[config.mk]
export PLATFORM = sky130hd
export DESIGN_NAME = registro_estado_hist
export DESIGN_NICKNAME = d
export VERILOG_FILES = /design/src/rtl/registro_estado_hist.sv
export SDC_FILE = /design/constraint.sdc
export NUM_CORES = 1
export LEC_CHECK = 0
export BUFFER_PORTS_ARGS = -buffer_cell sky130_fd_sc_hd__buf_2
export CAP_MARGIN = 20
export CORE_ASPECT_RATIO = 1.2
export CORE_MARGIN = 5
export CORE_UTILIZATION = 50
export DETAILED_ROUTE_END_ITERATION = 6
export PLACE_DENSITY = 0.75
export SYNTH_ARGS = -nofsm -noshare
export SYNTH_HDL_FRONTEND = slang
export SYNTH_SLANG_ARGS = --single-unit
[constraint.sdc]
create_clock -name clk -period 2.6 [get_ports clk]
set_input_delay 0.52 -clock clk [delete_from_list [all_inputs] [get_ports clk]]
set_output_delay 0.52 -clock clk [all_outputs]
set_load 0.005 [all_outputs]
[src/rtl/registro_estado_hist.sv]
// FSM state register with a shift history of previous states, a dwell-cycle
// counter and a transition counter, all with saturation flags.
module registro_estado_hist #(
    parameter int               WIDTH      = 8,
    parameter logic [WIDTH-1:0] RESET_VAL  = '0,
    parameter int               HIST_DEPTH = 4,
    parameter int               DWELL_W    = 16,
    parameter int               TRANS_W    = 8
) (
    input  logic                              clk,
    input  logic                              reset,
    input  logic                              en,
    input  logic                              clr,
    input  logic [WIDTH-1:0]                  estado,
    output logic [WIDTH-1:0]                  estado_actual,
    output logic [HIST_DEPTH*WIDTH-1:0]       hist_flat,
    output logic [$clog2(HIST_DEPTH+1)-1:0]   hist_count,
    output logic                              cambio,
    output logic [DWELL_W-1:0]                dwell,
    output logic                              dwell_sat,
    output logic [TRANS_W-1:0]                trans_count,
    output logic                              trans_sat
);

    localparam int HC_W = $clog2(HIST_DEPTH+1);

    function automatic logic [DWELL_W-1:0] dwell_inc(input logic [DWELL_W-1:0] v);
        return (v == {DWELL_W{1'b1}}) ? v : v + DWELL_W'(1);
    endfunction

    function automatic logic [TRANS_W-1:0] trans_inc(input logic [TRANS_W-1:0] v);
        return (v == {TRANS_W{1'b1}}) ? v : v + TRANS_W'(1);
    endfunction

    function automatic logic [HC_W-1:0] hcount_inc(input logic [HC_W-1:0] v);
        return (v == HC_W'(HIST_DEPTH)) ? v : v + HC_W'(1);
    endfunction

    logic [WIDTH-1:0]   r_estado;
    logic [WIDTH-1:0]   r_hist [HIST_DEPTH];
    logic [HC_W-1:0]    r_hist_count;
    logic               r_cambio;
    logic [DWELL_W-1:0] r_dwell;
    logic               r_dwell_sat;
    logic [TRANS_W-1:0] r_trans;
    logic               r_trans_sat;

    logic               w_change;
    logic [DWELL_W-1:0] w_dwell_nxt;
    logic [TRANS_W-1:0] w_trans_nxt;

    // A reload of the value already held is a hold, not a change.
    assign w_change    = en && (estado != r_estado);
    assign w_dwell_nxt = dwell_inc(r_dwell);
    assign w_trans_nxt = trans_inc(r_trans);

    always_ff @(posedge clk or negedge reset) begin
        if (!reset) begin
            r_estado     <= RESET_VAL;
            for (int k = 0; k < HIST_DEPTH; k++) r_hist[k] <= RESET_VAL;
            r_hist_count <= '0;
            r_cambio     <= 1'b0;
            r_dwell      <= '0;
            r_dwell_sat  <= 1'b0;
            r_trans      <= '0;
            r_trans_sat  <= 1'b0;
        end else if (clr) begin
            r_estado     <= RESET_VAL;
            for (int k = 0; k < HIST_DEPTH; k++) r_hist[k] <= RESET_VAL;
            r_hist_count <= '0;
            r_cambio     <= 1'b0;
            r_dwell      <= '0;
            r_dwell_sat  <= 1'b0;
            r_trans      <= '0;
            r_trans_sat  <= 1'b0;
        end else if (w_change) begin
            r_estado     <= estado;
            r_hist[0]    <= r_estado;
            for (int k = 1; k < HIST_DEPTH; k++) r_hist[k] <= r_hist[k-1];
            r_hist_count <= hcount_inc(r_hist_count);
            r_cambio     <= 1'b1;
            r_dwell      <= '0;
            r_dwell_sat  <= 1'b0;
            r_trans      <= w_trans_nxt;
            r_trans_sat  <= (w_trans_nxt == {TRANS_W{1'b1}});
        end else begin
            r_cambio     <= 1'b0;
            r_dwell      <= w_dwell_nxt;
            r_dwell_sat  <= (w_dwell_nxt == {DWELL_W{1'b1}});
        end
    end

    always_comb begin
        hist_flat = '0;
        for (int k = 0; k < HIST_DEPTH; k++) hist_flat[k*WIDTH +: WIDTH] = r_hist[k];
    end

    assign estado_actual = r_estado;
    assign hist_count    = r_hist_count;
    assign cambio        = r_cambio;
    assign dwell         = r_dwell;
    assign dwell_sat     = r_dwell_sat;
    assign trans_count   = r_trans;
    assign trans_sat     = r_trans_sat;

endmodule

After elaboration in Yosys (flattened, before gate mapping)
Cells that the tools add are included. Widths: inputs -> output; s select.

Register bits: 70. Bits of input ports: 12. Output and inout bits: 70.

Add/sub/neg operators: 3. Equality and inequality tests: 7. Reduce and logical (&&, ||, !) cells: 3. Multiplexer cells: 19.

Operators by type and width (number): $mux 32 (2); $mux 16 (3); $mux 8 (5); $eq 16x16->1 const B (2); $add 16x1->16 const B (1); $eq 8x8->1 const B (2); $mux 3 (3); $add 8x1->8 const B (1); $ne 8x8->1 (1); $mux 1 (6); $add 3x1->3 const B (1); $eq 3x3->1 const B (1); $ne 2x2->1 const B (1); $reduce_and 2->1 (1); $reduce_bool 2->1 (1); $logic_and 1x1->1 (1).

Depth between registers and ports, before layout
Gate-level depths: netlist of run 1.

Depth after elaboration: 5. Depth in mapped cells: 9. Mapped depth without buffers: 7.

Worst setup path before layout of run 1
OpenSTA, ideal clock, no wires.

Kind: register to register. Start point: register r_dwell[0], in the netlist dwell[0]. End point: register r_dwell_sat, in the netlist dwell_sat. Arrival: 2.238 ns. Data required time: 2.520 ns. Library setup time: 0.080 ns. Path slack: 0.282 ns. Cell stages (with the launch flop): 9. Clock period less this slack: 2.318 ns. Path through: dfrtp_1 -> ha_1 -> buf_6 -> inv_1 -> or4_4 -> or2_0 -> buf_6 -> a2111oi_4 -> nor3b_2.

Longest elaborated chain between the ends: 5. Elaborated cells between the ends (all ways): 6. Those cells by class: 1 x add/sub; 2 x eq/ne; 3 x mux.

Ends and longest elaborated chain: start, declared (line 43) `logic [DWELL_W-1:0] r_dwell;`; start signal, assigned (line 88) `r_dwell <= w_dwell_nxt;`; $add 16x1->16 or $eq 16x16->1 (tied branches) (line 28) `return (v == {DWELL_W{1'b1}}) ? v : v + DWELL_W'(1);`; $mux 16 * (line 28); $eq 16x16->1 * (line 89) `r_dwell_sat <= (w_dwell_nxt == {DWELL_W{1'b1}});`; $mux 1 * (line 76) `end else if (w_change) begin`; $mux 1 * (line 67) `end else if (clr) begin`; end signal, assigned (line 89); end, declared (line 44) `logic r_dwell_sat;`.

Every way passes the cells marked *; elsewhere a longest branch is shown, timed or not. A chain may end at the register's enable or synchronous reset.

Worst setup path after layout of run 1
Start point: register r_dwell[1], in the netlist dwell[1]. End point: register r_dwell_sat, in the netlist dwell_sat.

Same word-level chain as after synthesis.

==> results.py, run 1 <==
metrics = {
    "run_status": {
        "status": "completed",
    },
    "routing": {
        "drt_first_pass_iters": 4,
        "antenna_left": 0,
        "postRouteWirelength_um": 8402,
        "routedWlPerCell_um": 16.13,
        "viasPerCell": 5.499,
        "drt-initial-drc-count": 124,
        "vias": 2865,
        "route.detailed.drc": 0,
    },
    "clock_network": {
        "h-tree-depth": 3,
        "cts.clk_slew.worst_paths_ns": 0.08,
        "post_cts_buffers": 0,
        "cts_sinks": 70,
        "clockBufferDepth": 2,
        "clk_latency_ns": 0.35,
        "numCtsBuffers": 9,
        "ctsRootBufferMaster": "clkbuf_8",
        "tritoncts": "yes",
        "cts_hold_buf": 0,
        "cts_resized": 0,
    },
    "timing": {
        "max_freq_mhz": 431.4,
        "finalCriticalPeriod_ns": 2.318,
        "worst_pin_slew_ns": 0.7434,
        "drv_slew": 0,
        "clock_skew_ns": 0.01338,
        "rsz0062_at_grt": "no",
        "slew_headroom": 0.5044,
        "finalSetupViolCount": 0,
        "setup_slack_ns": 0.2819,
        "finalHoldViolCount": 0,
        "tns_ns": 0,
        "period_share": 0.8916,
    },
    "setup_path": {
        "timing.rr.end": "dwell_sat",
        "critPathMaxStageDelay_ns": 0.60,
        "cp.arrival_ns": 2.59,
        "critical_path_buf_inv_count": 0,
        "crit_chain": "ha_1 -> nand4_1 -> nor3_1 -> a21oi_1 -> or4_1 -> a2111oi_4 -> nor3b_2",
        "crit_type": "reg2reg",
        "reg2reg_slack_ns": 0.28,
        "worstPathMaxFanout": 7,
        "worst_setup_path_end_kind": "register",
        "path_delay_family": "simple AND/OR/NAND/NOR gates",
        "start_kind": "register",
        "cp.required_ns": 2.87,
        "cp_slowest_cell": "or4_1",
        "crit_cells": 7,
        "startpoint": "dwell[1]",
        "r2r-start": "dwell[1]",
        "rr_worst_depth": 7,
        "endpoint": "dwell_sat",
    },
    "die": {
        "die_w_um": 87.24,
        "pin_count": 82,
        "start_util": 0.5191,
        "rows": 33,
        "coreArea_mm2": 0.006895,
        "die-height_um": 102.7,
        "die_area_mm2": 0.008959,
    },
    "grt": {
        "grt_start_max_net_pins": 52,
        "gr-usage-all-layers": 0.1958,
        "grt.overflow.total": 0,
        "grt_pass1_wl_um": 13660,
        "grt_pass1_vias": 2819,
        "antenna_found_initial": 0,
    },
    "power_and_ir_drop": {
        "seq_power_share": 0.513,
        "clkPwrFrac": 0.398,
        "p_leak_uw": 0.002160,
        "ir_drop_mv": 0.3818,
        "switchingPower_uw": 574.8,
        "p_int_uw": 1640,
        "power_density_mw_per_mm2": 518.8,
        "p_sw_frac": 0.2596,
        "power_frac_comb": 0.089,
    },
    "cells_and_area": {
        "finalInstanceArea_mm2": 0.004269,
        "final_common_cell": "buf_2",
        "nNetsFinal": 445,
        "layout_common_cells": "buf_2, nor2_1, dfrtp_1, mux2i_1, xnor2_1",
        "multi_input_area_mm2": 0.001669,
        "syn_to_final_growth_pct": 19.26,
        "drive_gt1_frac": 0.2788,
        "n_antenna_cell": 0,
        "fillers": 613,
        "seqCellArea_mm2": 0.001752,
    },
    "synth": {
        "synth_area_mm2": 0.003580,
        "avgSynthCellArea_um2": 10.29,
        "synth-main-ff-cell": "dfrtp_1",
        "ys_seq_elements": 70,
        "ys_types": 55,
        "synth_fp_nets": 364,
        "synth_enable_flop_cells": 0,
        "ys_seq_area_frac": 0.4893,
        "synthArstFlopShare": 1.000,
        "syn_inst": 348,
        "ys_warn_count": 0,
    },
    "placed_design": {
        "placed_area_mm2": 0.004073,
        "io_buffers": 81,
        "gp_congestion": 0.8644,
        "dp_hpwl_um": 6006,
        "dpl_worst_slack_ns": 0.2990,
    },
    "hold_path": {
        "hold_path.class": "in2async",
    },
    "job": {
        "max-cap-violations": 0,
    },
}
[Yosys cell counts (2+ instances only)]
| cell | count | area, µm² |
|---|---|---|
| a21oi_1 | 9 | 45.04 |
| nor2_1 | 73 | 274.0 |
| a31oi_1 | 2 | 12.51 |
| or3_1 | 2 | 12.51 |
| nand2b_1 | 2 | 12.51 |
| xnor2_1 | 16 | 140.1 |
| o22ai_1 | 2 | 12.51 |
| nand4_1 | 6 | 37.54 |
| o21ai_0 | 6 | 30.03 |
| and3_1 | 3 | 18.77 |
| nand3b_1 | 2 | 15.01 |
| mux2i_1 | 45 | 450.4 |
| inv_1 | 8 | 30.03 |
| nor3_1 | 10 | 50.05 |
| nor4_1 | 2 | 12.51 |
| xor2_1 | 7 | 61.31 |
| nand2_1 | 11 | 41.29 |
| clkbuf_1 | 10 | 37.54 |
| a211oi_1 | 2 | 15.01 |
| nand3_1 | 13 | 65.06 |
| ha_1 | 4 | 50.05 |
| nor2b_1 | 2 | 12.51 |
| buf_2 | 4 | 20.02 |
| buf_6 | 7 | 78.83 |
| dfrtp_1 | 70 | 1752 |
[cell type report]
type / count / share of cell area
flip-flops and latches: 70 / 0.4103
multi-input cells: 248 / 0.3910
repair buffers: 92 / 0.1202
clock buffers: 9 / 0.02902
well taps: 87 / 0.02550
clock inverters: 7 / 0.01700
inverters: 8 / 0.007034
[cell families (layout without fill, tap and decap cells)]
family                     Yosys count  after routing  synth area share
and+or+nand+nor                    140            140            0.1908
DFF                                 70             70            0.4893
muxes                               46             46            0.1290
AOI/OAI and AO/OA                   35             35           0.07305
buffers and inverters               30            116           0.04754
xor gates and xnor gates            23             23           0.05627
adders and majority gates            4              4           0.01398
[routing by layer]
layer	vias up	GRT usage	routed length, µm
met3	11	0.04396	487
li1	1361	-	-
met1	1407	0.2550	3619
met4	0	0.07084	113
met5	-	0	0
met2	86	0.3208	4183
[stage by stage]
stage / hold WS (ns) / utilization / power [µW] / std cells
after global placement: 0.5015 / 0.5906 / 1351 / 505
final: 0.2335 / 0.6191 / 2215 / 521
after CTS: 0.2455 / 0.6191 / 2239 / 521
after global routing: 0.2746 / 0.6191 / 2318 / 521
after detailed placement: 0.5143 / 0.5906 / 1359 / 505
after floorplan: 0.2244 / - / 1264 / 348
[registers in the layout (all words and copies together) (netlist names)]
name and count:
cambio 1, dwell 16, dwell_sat 1, estado_actual 8
hist_count 3, hist_flat 32, trans_count 8, trans_sat 1
[power groups by stage]
stage | registers, µW | logic [µW] | clock network, µW
after floorplan | 1160 | 106 | 0
after global placement | 1160 | 194 | 0
after detailed placement | 1160 | 201 | 0
after CTS | 1140 | 201 | 901
after global routing | 1140 | 219 | 958
final | 1140 | 197 | 881
[how the worst min path moves through the flow]
stage                    endpoint  slack (ns)  cells past startpoint
floorplan                  cambio        0.22                      0
finish                   dwell[6]        0.23                      1
detailed placement  hist_flat[31]        0.51                      2
CTS                      dwell[6]        0.25                      1
global route             dwell[6]        0.27                      1
global placement    hist_flat[31]        0.50                      2
Note: power is estimated with default switching activity, not from simulation.
==> inputs of run 2 (changes only) <==
--- a/config.mk
+++ b/config.mk
@@ -5,6 +5,7 @@
 export SDC_FILE = /design/constraint.sdc
 export NUM_CORES = 1
 export LEC_CHECK = 0
+export ABC_AREA = 1
 export BUFFER_PORTS_ARGS = -buffer_cell sky130_fd_sc_hd__buf_2
 export CAP_MARGIN = 20
 export CORE_ASPECT_RATIO = 1.2
==> run 2 against run 1 <==
Clock-buffer cell count is 1 higher. Core utilization is 1.2 points higher. Clock power is 23% higher. Maximum frequency is 9.9% higher. Flip-flop and latch count stayed put. Power is 7.6% higher. Die area is 5.4% lower. Critical endpoint unchanged. Largest power group unchanged.
==> results.py, run 2 <==
metrics = {
    "synth": {
        "ys_types": 26,
        "synth_area_mm2": 0.003362,
        "synth.most_common_cell": "nand2_1",
        "ys_seq_elements": 70,
        "synth_area_leader_cell": "dfrtp_1",
        "avgSynthCellArea_um2": 8.301,
        "synthArstFlopShare": 1.000,
        "ys_top_cells_by_area": "dfrtp_1, nand2_1, inv_1, o22ai_1, nand3_1",
        "synth_fp_nets": 421,
        "synth.top_cells.by_count": "nand2_1, dfrtp_1, inv_1, nor2_1, o22ai_1",
        "ys_seq_area_frac": 0.5210,
        "synth-main-ff-cell": "dfrtp_1",
        "synth.top_cell.area_share": 0.5210,
        "syn_inst": 405,
        "synth_enable_flop_cells": 0,
        "ys_warn_count": 0,
    },
    "die": {
        "pin_count": 82,
        "die_w_um": 84.86,
        "start_util": 0.5183,
        "die-height_um": 99.83,
        "rows": 32,
        "coreArea_mm2": 0.006486,
        "die_area_mm2": 0.008471,
    },
    "hold_path": {
        "hold_path.class": "in2async",
    },
    "run_status": {
        "status": "completed",
    },
    "setup_path": {
        "cp.required_ns": 2.87,
        "worstPathMaxFanout": 21,
        "crit_type": "reg2reg",
        "start_kind": "register",
        "cp.arrival_ns": 2.38,
        "worst_setup_path_end_kind": "register",
    },
    "clock_network": {
        "numCtsBuffers": 9,
        "clockBufferDepth": 2,
        "cts_sinks": 70,
        "cts_resized": 0,
        "h-tree-depth": 3,
        "cts.clk_slew.worst_paths_ns": 0.08,
        "post_cts_buffers": 0,
        "ctsRootBufferMaster": "clkbuf_8",
        "cts_hold_buf": 0,
        "tritoncts": "yes",
        "clk_latency_ns": 0.34,
    },
    "grt": {
        "grt_pass1_wl_um": 13680,
        "grt_start_max_net_pins": 35,
        "antenna_found_initial": 0,
        "grt_pass1_vias": 2959,
        "grt.overflow.total": 0,
        "gr-usage-all-layers": 0.2020,
    },
    "placed_design": {
        "io_buffers": 81,
        "placed_area_mm2": 0.003851,
        "gp_congestion": 0.9627,
        "numPlacedInstances": 564,
        "dp_hpwl_um": 5831,
    },
    "routing": {
        "vias": 2969,
        "postRouteWirelength_um": 8054,
        "antenna_left": 0,
        "routedWlPerCell_um": 13.91,
        "drt-initial-drc-count": 166,
        "route.detailed.drc": 0,
        "viasPerCell": 5.128,
        "drt_first_pass_iters": 4,
    },
    "cells_and_area": {
        "fin_util": 0.6316,
        "largest_reg_flops": 32,
        "n_antenna_cell": 0,
        "final_common_cell": "nand2_1",
        "stdcell_count": 579,
        "syn_to_final_growth_pct": 21.85,
        "layout_common_cells": "nand2_1, buf_2, dfrtp_1, inv_1, nor2_1",
        "drive_gt1_frac": 0.2389,
        "finalInstanceArea_mm2": 0.004096,
        "nNetsFinal": 506,
    },
    "power_and_ir_drop": {
        "clkPwrFrac": 0.455,
        "power_frac_comb": 0.070,
        "p_leak_uw": 0.002096,
        "switchingPower_uw": 551.8,
        "p_int_uw": 1831,
        "p_sw_frac": 0.2315,
        "ir_drop_mv": 0.3637,
        "power_density_mw_per_mm2": 581.8,
        "seq_power_share": 0.475,
    },
    "timing": {
        "period_share": 0.8110,
        "worst_pin_slew_ns": 0.5679,
        "finalCriticalPeriod_ns": 2.109,
        "whs_ns": 0.1585,
        "slew_headroom": 0.6214,
        "finalSetupViolCount": 0,
        "tns_ns": 0,
        "clock_skew_ns": 0.008190,
        "rsz0062_at_grt": "no",
        "max_freq_mhz": 474.3,
        "drv_slew": 0,
        "finalHoldViolCount": 0,
    },
    "job": {
        "max-cap-violations": 0,
    },
}
run 2: stage by stage:
| stage | power (µW) | setup slack, ns |
|---|---|---|
| after floorplan | 1238 | 0.9992 |
| after global placement | 1316 | 0.5550 |
| after detailed placement | 1321 | 0.5230 |
| after CTS | 2396 | 0.5096 |
| after global routing | 2479 | 0.2616 |
| final | 2383 | 0.4915 |
run 2: kinds of logic (layout without fill, tap and decap cells):
kind of cell,after synthesis,count (layout),synth area share
DFF,70,70,0.5210
adders and majority gates,4,4,0.01489
buffers and inverters,73,162,0.08671
AOI/OAI and AO/OA,69,69,0.1146
and+or+nand+nor,174,174,0.2237
xor gates and xnor gates,15,15,0.03908
run 2: area by class of cell:
cell class	count	area [µm²]
fill	573	2390
sequential	70	1752
multi-input combinational	262	1321
timing repair buffer	86	442.9
inverter	61	229.0
clock buffer	10	137.6
clock inverter	5	107.6
tap	85	106.4
run 2: worst paths after layout:
path                               startpoint               end  slack (ns)  cells past startpoint
worst max-delay path                 dwell[0]         dwell_sat        0.49                     11
worst min-delay path                    reset     hist_flat[25]        0.16                      1
worst max register to register       dwell[0]         dwell_sat        0.49                     11
worst min register to register  hist_flat[29]     hist_flat[29]        0.50                      2
max in group asynchronous               reset          dwell[2]        1.70                      2
min in group clk                    estado[1]  estado_actual[1]        0.42                      3
run 2: critical path: stages (launching register included):
cell and delay (ns):
dfrtp_1 0.48, ha_1 0.30, nand2_2 0.09, nor2_4 0.14, nand2_2 0.10, inv_2 0.06
nand3_2 0.29, nand2_1 0.18, nand2_1 0.07, nor2_1 0.12, nand3_1 0.10, nor2_1 0.10
run 2: power groups by stage:
stage | combinational (µW) | clock, µW | sequential, µW
after CTS | 170 | 1090 | 1130
after floorplan | 84.9 | 0 | 1150
after global placement | 163 | 0 | 1150
after detailed placement | 168 | 0 | 1150
after global routing | 192 | 1150 | 1140
final | 166 | 1080 | 1130
run 2: layer usage:
layer  wire length (µm)  track usage
met1               3451       0.2471
met2               3906       0.3357
met3                438      0.04844
met4                258      0.09744
met5                  0            0
==> inputs of run 3 (changes only) <==
--- a/config.mk
+++ b/config.mk
@@ -5,7 +5,7 @@
 export SDC_FILE = /design/constraint.sdc
 export NUM_CORES = 1
 export LEC_CHECK = 0
-export ABC_AREA = 1
+export ABC_AREA = 0
 export BUFFER_PORTS_ARGS = -buffer_cell sky130_fd_sc_hd__buf_2
 export CAP_MARGIN = 20
 export CORE_ASPECT_RATIO = 1.2
==> constraint.sdc (replaced) <==
create_clock -name clk -period 2.2 [get_ports clk]
set_input_delay 0.44 -clock clk [delete_from_list [all_inputs] [get_ports clk]]
set_output_delay 0.44 -clock clk [all_outputs]
set_load 0.005 [all_outputs]
==> run 3 against run 2 <==
Combinational power rose by 40%. Via count fell by 1.1%. First-iteration DRC count fell by 48%. Core utilization rose by 1.1 points. Final cell count fell by 7.4%. Register-to-register slack got worse by 0.39 ns. Clock skew rose by 0.010 ns. Flip-flop and latch count did not move. Critical path depth fell by 2. Sequential power rose by 19%. Maximum frequency rose by 0.63%. Highest routed layer unchanged.
==> results.py, run 3 (synthesis gave the netlist of run 1 again) <==
metrics = {
    "cells_and_area": {
        "layout_common_cells": "buf_2, nor2_1, dfrtp_1, mux2i_1, buf_4",
        "drive_gt1_frac": 0.3229,
        "finalInstanceArea_mm2": 0.004432,
        "largest_reg_flops": 32,
        "n_antenna_cell": 0,
        "stdcell_count": 536,
        "syn_to_final_growth_pct": 23.80,
        "final_common_cell": "buf_2",
        "nNetsFinal": 460,
        "fillers": 560,
    },
    "setup_path": {
        "worst_setup_path_end_kind": "register",
        "critPathMaxStageDelay_ns": 0.51,
        "cp.required_ns": 2.42,
        "crit_type": "reg2reg",
        "worstPathMaxFanout": 5,
        "cp_slowest_cell": "or4_4",
        "start_kind": "register",
        "crit_chain": "ha_4 -> buf_4 -> inv_2 -> or4_4 -> or2_0 -> buf_4 -> nand3_1 -> xor2_1 -> nor2_1",
        "cp.arrival_ns": 2.32,
        "reg2reg_slack_ns": 0.10,
        "critPathMostFrequentCell": "buf_4",
    },
    "grt": {
        "grt_pass1_vias": 2799,
        "grt.met3_usage": 0.05915,
        "gr-usage-all-layers": 0.1925,
        "use_met1": 0.2560,
        "grt_busiest_layer": "met2",
        "grt.overflow.total": 0,
        "antenna_found_initial": 0,
        "grt_start_max_net_pins": 71,
        "grt_use_met2": 0.2993,
        "grt_pass1_wl_um": 13570,
    },
    "placed_design": {
        "dp_hpwl_um": 5876,
        "io_buffers": 81,
        "gp_congestion": 0.9027,
        "placed_area_mm2": 0.004174,
        "numPlacedInstances": 518,
    },
    "routing": {
        "drt-initial-drc-count": 87,
        "postRouteWirelength_um": 8333,
        "routedWlPerCell_um": 15.55,
        "viasPerCell": 5.476,
        "vias": 2935,
        "route.detailed.drc": 0,
        "drt_first_pass_iters": 5,
        "antenna_left": 0,
    },
    "clock_network": {
        "tritoncts": "yes",
        "clockBufferDepth": 2,
        "numCtsBuffers": 9,
        "cts_sinks": 70,
        "ctsRootBufferMaster": "clkbuf_8",
        "clk_latency_ns": 0.35,
        "cts_hold_buf": 0,
        "h-tree-depth": 3,
        "cts.clk_slew.worst_paths_ns": 0.09,
    },
    "timing": {
        "period_share": 0.9524,
        "slew_headroom": 0.6352,
        "worst_pin_slew_ns": 0.5422,
        "clock_skew_ns": 0.01824,
        "finalSetupViolCount": 0,
        "finalCriticalPeriod_ns": 2.095,
        "finalHoldViolCount": 0,
        "drv_slew": 0,
        "max_freq_mhz": 477.3,
    },
    "job": {
        "max-cap-violations": 0,
    },
    "hold_path": {
        "hold_path.class": "in2async",
    },
    "power_and_ir_drop": {
        "switchingPower_uw": 637.6,
        "clkPwrFrac": 0.387,
        "total_power_uw": 2575,
        "p_sw_frac": 0.2476,
        "p_leak_uw": 0.002263,
        "power_density_mw_per_mm2": 581.0,
        "p_int_uw": 1937,
        "power_frac_comb": 0.091,
        "seq_power_share": 0.522,
        "ir_drop_mv": 0.4192,
    },
    "run_status": {
        "status": "completed",
    },
    "die": {
        "die_area_mm2": 0.008959,
        "rows": 33,
        "coreArea_mm2": 0.006895,
        "start_util": 0.5191,
        "pin_count": 82,
        "die-height_um": 102.7,
        "die_w_um": 87.24,
    },
}
-- run 3: cell types whose count changed in the layout (fill, tap and decap cells not counted), sizes merged, moves of 11 or more --
cell / before / now
nand3: 25 / 14
nor2: 36 / 73
o21ai: 28 / 7
buf: 86 / 107
nand2: 104 / 12
mux2i: 0 / 45
inv: 60 / 8
o22ai: 26 / 2
-- run 3: timing repair --
action / 4_1_cts / 5_1_grt
gates resized for setup: 1 / 8
pin swaps: 0 / 6
endpoints found under the setup margin: 1 / 1
buffers inserted: 0 / 2
-- run 3: per-stage QoR --
step                hold WS, ns  utilization  setup slack, ns  setup TNS [ns]
global placement         0.4898       0.6053          0.08065               0
floorplan                0.1444            -         0.003213               0
finish                  0.08532       0.6427           0.1047               0
global route             0.1217       0.6427        -0.004975       -0.004975
CTS                      0.1122       0.6336          0.06048               0
detailed placement       0.4934       0.6053         0.004622               0
-- run 3: area by class of cell --
type                    count  area (µm²)  area share
flip-flops and latches     70        1753      0.3955
inverters                   8       30.03    0.006776
clock buffers              10       127.6     0.02880
well taps                  87       108.9     0.02456
clock inverters             6       62.56     0.01412
repair buffers            107       625.6      0.1412
multi-input cells         248        1724      0.3890
-- run 3: final timing paths --
kind	cells past startpoint	start	endpoint
max in group asynchronous	2	reset	dwell[0]
min in group clk	2	clr	hist_count[2]
max reg2reg	9	dwell[1]	dwell[3]
min reg2reg	2	hist_flat[31]	hist_flat[31]
min	2	reset	dwell[7]
max	9	dwell[1]	dwell[3]
-- run 3: layer usage --
layer,routed length (µm),up-vias
met3,598,16
met1,3593,1411
met4,174,0
met5,0,-
li1,-,1402
met2,3966,106
-- run 3: power groups by stage --
stage	clock network (µW)	registers [µW]	logic [µW]
after floorplan	0	1370	125
after global placement	0	1370	232
after detailed placement	0	1370	236
after CTS	1020	1340	237
after global routing	1090	1350	261
final	997	1340	233
-- run 3: critical path, delay by kind of cell (launching register included) --
family        cells  cell delay (ns)
buf+inv           3             0.34
simple gates      4             0.96
xor+xnor          1             0.14
flops             1             0.39
fa+ha+maj         1             0.17
